===== src/rtl/vault_phase_sequencer.sv =====
// Sequences NUM_PHASES phase FSMs in order, holding idle phases in reset, with retry and timeout limits.
// Optional macro VAULT_COOLDOWN_EN: lockout expires after COOLDOWN_CYCLES instead of being terminal.
module vault_phase_sequencer #(
  parameter int NUM_PHASES      = 4,
  parameter int MAX_TRIES       = 3,
  parameter int TIMEOUT_CYCLES  = 256,
  parameter int COOLDOWN_CYCLES = 1024,
  localparam int PHASE_W = (NUM_PHASES > 2) ? $clog2(NUM_PHASES) : 1,
  localparam int TRY_W   = $clog2(MAX_TRIES + 1)
) (
  input  logic                  clk,
  input  logic                  reset_n,
  input  logic                  start,
  input  logic                  abort,
  input  logic [NUM_PHASES-1:0] phase_done,
  input  logic [NUM_PHASES-1:0] phase_fail,
  output logic [NUM_PHASES-1:0] phase_rst,
  output logic [NUM_PHASES-1:0] phase_en,
  output logic [PHASE_W-1:0]    cur_phase,
  output logic [TRY_W-1:0]      attempts_left,
  output logic                  phase_timeout,
  output logic                  vault_open,
  output logic                  vault_locked,
  output logic                  busy
);

  localparam int TIMER_W = (TIMEOUT_CYCLES > 0) ? $clog2(TIMEOUT_CYCLES + 1) : 1;
  localparam logic [TIMER_W-1:0] TIMER_LAST = TIMER_W'(TIMEOUT_CYCLES - 1);
  localparam logic [PHASE_W-1:0] LAST_PHASE = PHASE_W'(NUM_PHASES - 1);
  localparam logic [TRY_W-1:0]   TRIES_INIT = TRY_W'(MAX_TRIES);
  localparam logic [TRY_W-1:0]   TRIES_ONE  = TRY_W'(1);

  localparam logic [2:0] S_IDLE   = 3'd0;
  localparam logic [2:0] S_ARM    = 3'd1;
  localparam logic [2:0] S_RUN    = 3'd2;
  localparam logic [2:0] S_OPEN   = 3'd3;
  localparam logic [2:0] S_LOCKED = 3'd4;

  // Parameter range guard; an illegal configuration elaborates this empty block.
  if (NUM_PHASES < 2 || MAX_TRIES < 1 || COOLDOWN_CYCLES < 1) begin : g_invalid_params
  end

  logic [2:0]            state_reg;
  logic [2:0]            state_next;
  logic [PHASE_W-1:0]    cur_next;
  logic [TRY_W-1:0]      tries_next;
  logic [TIMER_W-1:0]    timer_reg;
  logic [TIMER_W-1:0]    timer_next;
  logic                  timeout_next;
  logic                  hit_fail;
  logic                  hit_done;
  logic                  hit_timeout;
  logic [NUM_PHASES-1:0] rst_next;
  logic [NUM_PHASES-1:0] en_next;

`ifdef VAULT_COOLDOWN_EN
  localparam int COOL_W = $clog2(COOLDOWN_CYCLES + 1);
  localparam logic [COOL_W-1:0] COOL_LAST = COOL_W'(COOLDOWN_CYCLES - 1);

  logic [COOL_W-1:0] cool_reg;
  logic [COOL_W-1:0] cool_next;
  logic              cool_expired;

  assign cool_expired = (cool_reg == COOL_LAST);
`endif

  // Only the active phase's flags matter; the rest are held in reset anyway.
  assign hit_fail    = phase_fail[cur_phase];
  assign hit_done    = phase_done[cur_phase];
  assign hit_timeout = (TIMEOUT_CYCLES != 0) && (timer_reg == TIMER_LAST);

  always_comb begin
    state_next   = state_reg;
    cur_next     = cur_phase;
    tries_next   = attempts_left;
    timer_next   = timer_reg;
    timeout_next = 1'b0;
`ifdef VAULT_COOLDOWN_EN
    cool_next    = '0;
`endif
    case (state_reg)
      S_IDLE: begin
        if (start) begin
          state_next = S_ARM;
          cur_next   = '0;
          tries_next = TRIES_INIT;
          timer_next = '0;
        end
      end
      S_ARM: begin
        state_next = S_RUN;
        timer_next = '0;
      end
      S_RUN: begin
        timer_next = timer_reg + TIMER_W'(1);
        if (hit_fail || hit_timeout) begin
          timeout_next = ~hit_fail;
          timer_next   = '0;
          if (attempts_left == TRIES_ONE) begin
            tries_next = '0;
            state_next = S_LOCKED;
          end else begin
            tries_next = attempts_left - TRY_W'(1);
            cur_next   = '0;
            state_next = S_ARM;
          end
        end else if (hit_done) begin
          timer_next = '0;
          if (cur_phase == LAST_PHASE) begin
            state_next = S_OPEN;
          end else begin
            cur_next   = cur_phase + PHASE_W'(1);
            state_next = S_ARM;
          end
        end
      end
      S_OPEN: begin
        state_next = S_OPEN;
      end
      S_LOCKED: begin
`ifdef VAULT_COOLDOWN_EN
        cool_next = cool_reg + COOL_W'(1);
        if (cool_expired) begin
          state_next = S_IDLE;
          tries_next = TRIES_INIT;
          cur_next   = '0;
          cool_next  = '0;
        end
`else
        state_next = S_LOCKED;
`endif
      end
      default: begin
        state_next = S_IDLE;
      end
    endcase

    // Abort never releases a lockout, so attempts_left cannot be refreshed that way.
    if (abort && (state_reg != S_LOCKED)) begin
      state_next   = S_IDLE;
      cur_next     = '0;
      tries_next   = TRIES_INIT;
      timer_next   = '0;
      timeout_next = 1'b0;
    end
  end

  for (genvar gi = 0; gi < NUM_PHASES; gi++) begin : g_phase
    assign en_next[gi]  = (state_next == S_RUN) && (cur_next == PHASE_W'(gi));
    assign rst_next[gi] = ~en_next[gi];
  end

  always_ff @(posedge clk) begin
    if (!reset_n) begin
      state_reg     <= S_IDLE;
      timer_reg     <= '0;
      phase_rst     <= '1;
      phase_en      <= '0;
      cur_phase     <= '0;
      attempts_left <= TRIES_INIT;
      phase_timeout <= 1'b0;
      vault_open    <= 1'b0;
      vault_locked  <= 1'b0;
      busy          <= 1'b0;
    end else begin
      state_reg     <= state_next;
      timer_reg     <= timer_next;
      phase_rst     <= rst_next;
      phase_en      <= en_next;
      cur_phase     <= cur_next;
      attempts_left <= tries_next;
      phase_timeout <= timeout_next;
      vault_open    <= (state_next == S_OPEN);
      vault_locked  <= (state_next == S_LOCKED);
      busy          <= (state_next == S_ARM) || (state_next == S_RUN);
    end
  end

`ifdef VAULT_COOLDOWN_EN
  always_ff @(posedge clk) begin
    if (!reset_n) begin
      cool_reg <= '0;
    end else begin
      cool_reg <= cool_next;
    end
  end
`endif

endmodule


===== config.mk =====
export PLATFORM = sky130hd
export DESIGN_NAME = vault_phase_sequencer
export DESIGN_NICKNAME = d
export VERILOG_FILES = /design/src/rtl/vault_phase_sequencer.sv
export SDC_FILE = /design/constraint.sdc
export NUM_CORES = 1
export LEC_CHECK = 0
export ABC_AREA = 0
export BUFFER_PORTS_ARGS = -buffer_cell sky130_fd_sc_hd__buf_2
export CAP_MARGIN = 10
export CELL_PAD_IN_SITES_DETAIL_PLACEMENT = 1
export CELL_PAD_IN_SITES_GLOBAL_PLACEMENT = 1
export CORE_MARGIN = 4
export CORE_UTILIZATION = 44
export DETAILED_ROUTE_END_ITERATION = 6
export PLACE_DENSITY_LB_ADDON = 0.05
export SLEW_MARGIN = 25
export SYNTH_ARGS = -nofsm -noshare
export SYNTH_HDL_FRONTEND = slang
export SYNTH_SLANG_ARGS = --single-unit

===== constraint.sdc =====
create_clock -name clk -period 6.52 [get_ports clk]
set_clock_uncertainty 0.05 [all_clocks]
set_input_delay 0.652 -clock clk [delete_from_list [all_inputs] [get_ports clk]]
set_output_delay 0.652 -clock clk [all_outputs]
set_load 0.02 [all_outputs]

# Word level (Yosys, flattened, before mapping)
# Cells that the tools add are included.
[classes]
eq_ne = 17
n_reduce_logical = 15
n_bitwise = 8
order_cmp = 1
mux = 26
add_sub_neg = 3
[ops]
columns = ["op", "count"]
rows = [
  ["two-way mux 9 bit", 3],
  ["one-hot mux 9 bit (3 select lines)", 1],
  ["two-way mux 2 bit", 10],
  ["two-way mux 3 bit", 5],
  ["one-hot mux 3 bit (5 select lines)", 1],
  ["equality test 3 x 2 -> 1 bit (second input constant)", 4],
  ["adder 9 x 1 -> 9 bit (second input constant)", 1],
  ["equality test 9 x 8 -> 1 bit (second input constant)", 1],
  ["inverter 1 bit", 8],
  ["one-hot mux 2 bit (2 select lines)", 2],
  ["equality test 2 bit (second input constant)", 3],
  ["equality test 3 x 1 -> 1 bit (second input constant)", 2],
  ["equality test 3 bit (second input constant)", 2],
  ["logical AND 1 bit", 5],
  ["binary-select mux 1 bit (select 2 bit)", 2],
  ["equality test 2 x 1 -> 1 bit (second input constant)", 2],
  ["!= test 2 bit (second input constant)", 2],
  ["OR reduction 4 bit", 1],
  ["logical NOT 3 bit", 1],
  ["less-than comparator 2 x 3 -> 1 bit (second input constant)", 1],
  ["!= test 3 bit (second input constant)", 1],
  ["AND reduction 3 bit", 1],
  ["nonzero test 3 bit", 1],
  ["adder 2 x 1 -> 2 bit (second input constant)", 1],
  ["other kinds (7)", 9],
]
[word_totals]
register_bits = 28
wordCells = 80
out_inout_bits = 16

# Logic depth before layout (Yosys ltp)
# Gate-level depths: netlist of run 1.
[logic_depth]
ltp_word = 9
mapped_depth = 10
ltp_nobuf = 10

# Worst setup path before layout of run 1
# No wires, ideal clock.
[synth_timing]
kind = "reg2reg"
from = "register timer_reg[2]"
to = "register phase_rst[3]"
path_buffers = 0
synth_period_minus_slack_ps = 2312
t_required_ps = 6336
setup_time_ps = 134
setup_slack_ps = 4208
path_stages_with_launch = 10
arrival_time_ps = 2128
path_cell_list = "dfxtp_1 -> and4_1 -> nand2_1 -> nor2_1 -> ha_1 -> nor2b_2 -> a22o_4 -> a311oi_4 -> o21ai_2 -> or4b_1"
[synth_via]
elab_chain_cells = 8
[synth_lines]
columns = ["item", "line", "rtl"]
rows = [
  ["start: declaration", "47", "logic [TIMER_W-1:0] timer_reg;"],
  ["start signal: assignment", "167", "timer_reg <= timer_next;"],
  ["equality test 9 x 8 -> 1 bit *", "70", "assign hit_timeout = (TIMEOUT_CYCLES != 0) && (timer_reg == TIMER_LAST);"],
  ["logical OR 1 bit *", "96", "if (hit_fail || hit_timeout) begin"],
  ["two-way mux 3 bit or two-way mux 2 bit (tied branches)", "96", ""],
  ["one-hot mux 3 bit (5 select lines) or one-hot mux 2 bit (2 select lines) (tied branches)", "81", "case (state_reg)"],
  ["two-way mux 3 bit or two-way mux 2 bit (tied branches)", "139", "if (abort && (state_reg != S_LOCKED)) begin"],
  ["equality test 3 x 2 -> 1 bit or equality test 2 bit (tied branches)", "149", "assign en_next[gi] = (state_next == S_RUN) && (cur_next == PHASE_W'(gi));"],
  ["logical AND 1 bit *", "149", ""],
  ["inverter 1 bit *", "150", "assign rst_next[gi] = ~en_next[gi];"],
  ["end signal: assignment", "168", "phase_rst <= rst_next;"],
  ["end: declaration", "17", "output logic [NUM_PHASES-1:0] phase_rst,"],
]
# Every way passes the cells marked *; elsewhere a longest branch is shown, timed or not.
# A chain may end at the register's enable or synchronous reset.

# Worst setup path in the final report of run 1
# Same ends and word-level chain as after synthesis.

==> results of run 1 <==
[cell usage after synthesis, types with 3 or more instances]
cell,number
a21oi_1,5
nand4_1,6
nor2_1,16
and4_1,3
dfxtp_1,28
buf_6,3
nand2_1,13
xor2_1,5
nor3b_1,3
nand3_1,4
nand3b_1,3
nor3_1,5
ha_1,3
inv_1,6
o21ai_0,4
[power by group]
part | leakage, nW | switching, mW | internal, mW
Clock | 0.0279 | 0.0507 | 0.0622
Combinational | 0.358 | 0.0163 | 0.00918
Sequential | 0.226 | 0.00168 | 0.172
Total | 0.612 | 0.0687 | 0.244
[routing by layer]
metal | vias up | GRT usage, % | share of wire (%)
met5 | - | 0 | 0
met4 | 0 | 3.43 | 0.68
met3 | 4 | 3.99 | 3.0
met2 | 24 | 33.5 | 54
met1 | 627 | 21.2 | 42
li1 | 602 | - | -
[cell type report]
cell class	count	area, sq um	share of cell area, %
flip-flops and latches	28	561	34.7
multi-input cells	110	786	48.6
clock inverters	1	30.0	1.86
clock buffers	3	22.5	1.39
well taps	44	55.1	3.41
repair buffers	27	135	8.37
inverters	7	26.3	1.63
[cells by family (layout without fill, tap and decap cells)]
kind of cell / count (synthesis) / in the layout / synth area share, %
multiplexers: 5 / 5 / 5.05
XOR/XNOR: 6 / 6 / 3.72
buffers and inverters: 11 / 38 / 4.61
AND/OR/NAND/NOR: 68 / 68 / 27.4
AO/OA/AOI/OAI: 28 / 28 / 16.8
flip-flops: 28 / 28 / 39.7
adder cells (fa/ha/maj): 3 / 3 / 2.66
[critical path: cells and delay by family, from the launching register on]
family,cells,cell delay (ns)
compound gates,3,0.69
fa+ha+maj,1,0.22
flops,1,0.44
simple gates,5,1.09
[path summary, 6_finish.rpt]
kind / startpoint / to / depth (start not counted)
hold reg to reg: timer_reg[8]$_SDFFE_PP0P_ / timer_reg[8]$_SDFFE_PP0P_ / 2
hold / removal: timer_reg[8]$_SDFFE_PP0P_ / timer_reg[8]$_SDFFE_PP0P_ / 2
setup / recovery: timer_reg[2]$_SDFFE_PP0P_ / phase_rst[3]$_SDFF_PN1_ / 9
setup reg to reg: timer_reg[2]$_SDFFE_PP0P_ / phase_rst[3]$_SDFF_PN1_ / 9
==> flow_summary.ini, run 1 <==
[layout]
utilization_pct = 52.9
final_cell_mix = 28 x dfxtp_1, 27 x buf_2, 16 x nor2_1, 13 x nand2_1
num-fill-cells = 375
drive_above_1_share_pct = 26.1
layout_commonest_cell = dfxtp_1
fin_area_sq_um = 1620
diodes = 0
nets = 192
stdcell_count = 220
area_growth_pct = 14.5
largest_reg_flops = 9

[flow_run]
maxCapViolations = 0

[placed_design]
post-dp-hpwl_mm = 2.80
globalplace.congestion = 0.866
numPortBuffers = 27
dp.cells = 216
dp_worst_setup_slack_ns = 3.94
dpl_cell_area_sq_um = 1560

[die]
die_x_um = 64.6
ios = 28
die_h_um = 64.6
coreArea_sq_um = 3050
start_util_pct = 46.2
die_area_sq_um = 4180
rows = 20

[timing]
setup_viol = 0
rsz0062_at_grt = false
period_share_pct = 39.9
slew_headroom_pct = 56.4
hold_violations = 0
finalMaxSlewViolations = 0
setup_ws_ns = 3.92
period_minus_slack_ns = 2.60
holdWs_ns = 0.424
tightest_slew_ns = 0.653
tns_ns = 0
maxClockFrequency_ghz = 0.384

[yosys]
yosysSeqAreaShare_pct = 39.7
synth_top_cell_by_area = dfxtp_1
synth_area_per_cell_sq_um = 9.47
ys_types = 51
syn-instance-count = 149
synth.area.top_cells = dfxtp_1 40%, nor2_1 4.3%, nand2_1 3.5%, xor2_1 3.1%, ha_1 2.7%
synth_top_area_share_pct = 39.7
ys_warn_count = 0
syn_area_sq_um = 1410
ys.flop_type = dfxtp_1
ys_seq_elements = 28
async_flop_share_pct = 0
synth_edf_count = 0
synth_fp_nets = 164

[drt]
ant_nets = 0
via_per_inst = 5.71
drc = 0
drtIter0Drc = 58
via_count = 1257
dr.pass1.iters = 4
post_drt_wl_per_cell_um = 15.9
totalWireLength_mm = 3.51

[clocking]
postCtsSetupRepairBufs = 0
hold_buffers = 0
root_buffer = clkbuf_4
clk_transition_reported_paths_ns = 0.15
cts_tree = done
cts_buffers = 3
worstSkewPairLatency_ns = 0.33
cts_resized = 0
htree_levels = 1
cts_num_sinks = 28
cts_buffer_depth = 2

[setup_path]
worst-path-max-fanout = 8
path_cells = and4_1, nand2_1, nor2_1, ha_1, nor2_1, a22o_4, a311oi_4, o21ai_2, or4b_1
worstPathRequired_ns = 6.69
cpMostUsedCell = nor2_1
cp-start-kind = flip-flop
max_stage_delay_ns = 0.56
cp_data_arrival_time_ns = 2.77
cp_slowest_cell = or4b_1
path_class = flip-flop to flip-flop
critPathCaptureType = flip-flop
reg2reg_slack_ns = 3.92

[global_route]
grt_pass1_vias = 1256
grt_pass1_wl_mm = 6.00
antenna_found_initial = 0
grt_max_degree = 17
overflow = 0
track_usage_pct = 18.0

[power_and_ir_drop]
p_per_area_nw_per_um2 = 193
leakagePower_nw = 0.612
vdd_drop_max_v = 0.000119
power_mw = 0.312

[status]
status = finished, final reports clean

[min_path]
hp-class = flip-flop to flip-flop
No activity file was read; power rests on OpenSTA's default activity.
==> inputs of run 2 (changes only) <==
CORE_UTILIZATION = 37   (was 44)
clock period = 2.2 ns   (was 6.52 ns; I/O delays follow)
==> run 2 against run 1 <==
  * Largest power group unchanged
  * Design area up 25%
  * Via count up 9.1%
  * Sequential power rose to 2.9 times the previous value
  * Worst setup slack worse by 4.0 ns
  * Sequential share of layout area down 6.5 points
  * Clock power rose to 3.5 times the previous value
  * The flow now finishes with violations (negative setup slack)
  * Wire length up 19%
  * Maximum frequency up 16%
  * Total power rose to 3.3 times the previous value
  * Largest cell class unchanged
  * Utilization up 2.1 points
  * Final cell count up 17%
==> flow_summary.ini, run 2 (same netlist as run 1, synthesis figures left out) <==
[setup_path]
r2r_start = timer_reg[5]$_SDFFE_PP0P_
cp_data_arrival_time_ns = 2.35
path_cells = and4_4, nand2_4, nor2_4, ha_4, nor2b_4, a22o_4, a311oi_4, o21ai_2, or4b_1
worstPathRequired_ns = 2.30
critPathBufInv = 0
r2r_end = phase_rst[3]$_SDFF_PN1_
path_class = flip-flop to flip-flop
worst-path-max-fanout = 4
max_stage_delay_ns = 0.49
cp_top_family = simple AND/OR/NAND/NOR gates
reg2reg_slack_ns = -0.05
critPathCaptureType = flip-flop
reg2reg_depth = 9
cp_slowest_cell = or4b_1
cp-start-kind = flip-flop

[die]
rows = 22
coreArea_sq_um = 3660
ios = 28
die_x_um = 69.8
start_util_pct = 38.6
die_h_um = 69.8
die_area_sq_um = 4870

[layout]
stdcell_count = 258
utilization_pct = 55.0
layout_commonest_cell = buf_4
drive_above_1_share_pct = 48.1
largest_reg_flops = 9
diodes = 0
final_cell_mix = 32 x buf_4, 27 x buf_2, 22 x dfxtp_1, 13 x nor2_1, 12 x nand2_1
nets = 226
area_growth_pct = 42.7

[clocking]
clk_transition_reported_paths_ns = 0.10
root_buffer = clkbuf_8
htree_levels = 1
cts_buffer_depth = 2
cts_buffers = 3
cts_tree = done
cts_num_sinks = 28
worstSkewPairLatency_ns = 0.28

[power_and_ir_drop]
leakagePower_nw = 0.832
pwr-share-clk_pct = 39.5
seq_power_share_pct = 50.3
combPwrFrac_pct = 10.2
internal_power_mw = 0.797
vdd_drop_max_v = 0.000377
power.switching_mw = 0.218
p_per_area_nw_per_um2 = 504
switching_share_pct = 21.5

[flow_run]
maxCapViolations = 0

[min_path]
hold_end = phase_en[3]$_SDFF_PN0_
hp-start = reset_n
hp-class = input pin to flip-flop
hold_depth = 3

[timing]
tightest_slew_ns = 0.703
setup_viol = 5
hold_violations = 0
rsz0062_at_grt = true
finalMaxSlewViolations = 0
setup_ws_ns = -0.0494
period_minus_slack_ns = 2.25
holdWs_ns = 0.231
maxClockFrequency_ghz = 0.445
slew_headroom_pct = 52.8
period_share_pct = 102
tns_ns = -0.131

[global_route]
grt_max_degree = 17
grt_pass1_wl_mm = 7.30
track_usage_pct = 18.2
antenna_found_initial = 0
overflow = 0
grt_pass1_vias = 1512

[placed_design]
post-dp-hpwl_mm = 3.23
numPortBuffers = 27
dp.cells = 248
globalplace.congestion = 0.863

[drt]
totalWireLength_mm = 4.16
ant_nets = 0
drc = 0
dr.pass1.iters = 4
drtIter0Drc = 53
via_per_inst = 5.31
post_drt_wl_per_cell_um = 16.1
via_count = 1371

[status]
status = finished, violations left
violations = negative setup slack
-- run 2: changes by cell type in the layout (fill, tap and decap cells not counted), moves of 3 or more --
cell / delta
dfxtp_1: -6
clkbuf_8: +3
nor2_1: -3
dfxtp_2: +6
buf_4: +32
clkbuf_4: -3
-- run 2: timing repair --
item,CTS,global route
endpoints found under the hold margin,0,0
setup buffers,3,3
setup endpoints to repair,19,19
hold buffers,0,0
gates resized for setup,15,12
pin swaps,8,7
-- run 2: worst max path at each step --
stage / slack [ns] / cells past startpoint / start / end
floorplan: -0.07 / 9 / timer_reg[4]$_SDFFE_PP0P_ / phase_rst[3]$_SDFF_PN1_
global placement: -0.09 / 9 / timer_reg[5]$_SDFFE_PP0P_ / phase_rst[3]$_SDFF_PN1_
detailed placement: -0.17 / 9 / timer_reg[5]$_SDFFE_PP0P_ / phase_rst[3]$_SDFF_PN1_
CTS: -0.13 / 9 / timer_reg[4]$_SDFFE_PP0P_ / phase_rst[3]$_SDFF_PN1_
global route: -0.14 / 9 / timer_reg[5]$_SDFFE_PP0P_ / phase_rst[3]$_SDFF_PN1_
finish: -0.05 / 9 / timer_reg[5]$_SDFFE_PP0P_ / phase_rst[3]$_SDFF_PN1_
-- run 2: final cells by class --
type	instances	area, sq um
Timing Repair Buffer	61	398
Clock inverter	1	30.0
Inverter	7	26.3
Sequential cell	28	568
Multi-Input combinational cell	110	891
Fill cell	430	1650
Tap cell	48	60.1
Clock buffer	3	41.3
-- run 2: metal layers --
metal	GRT usage (%)	vias to the layer above	share of wire, %
met5	0	-	0
met4	2.55	0	0.38
met3	3.33	3	2.3
met2	33.9	16	54
met1	21.9	681	43
li1	-	671	-
-- run 2: power groups by stage --
stage / Combinational (mW) / Sequential (mW) / Clock [mW]
after floorplan: 0.0476 / 0.525 / 0
after global placement: 0.0904 / 0.522 / 0
after detailed placement: 0.0927 / 0.522 / 0
after CTS: 0.0956 / 0.511 / 0.411
after global routing: 0.113 / 0.512 / 0.438
final: 0.104 / 0.511 / 0.401
-- run 2: through the flow --
stage	instance area, sq um	power, mW	worst slack, ns
floorplan	1420	0.573	-0.0724
global placement	1790	0.613	-0.0862
detailed placement	1790	0.615	-0.170
CTS	1940	1.02	-0.130
global route	2010	1.06	-0.145
finish	2010	1.02	-0.0494
-- run 2: worst min-delay path, cell delays in order --
cell,delay (ns)
buf_2,0.13
nand2_2,0.11
nor4b_2,0.06
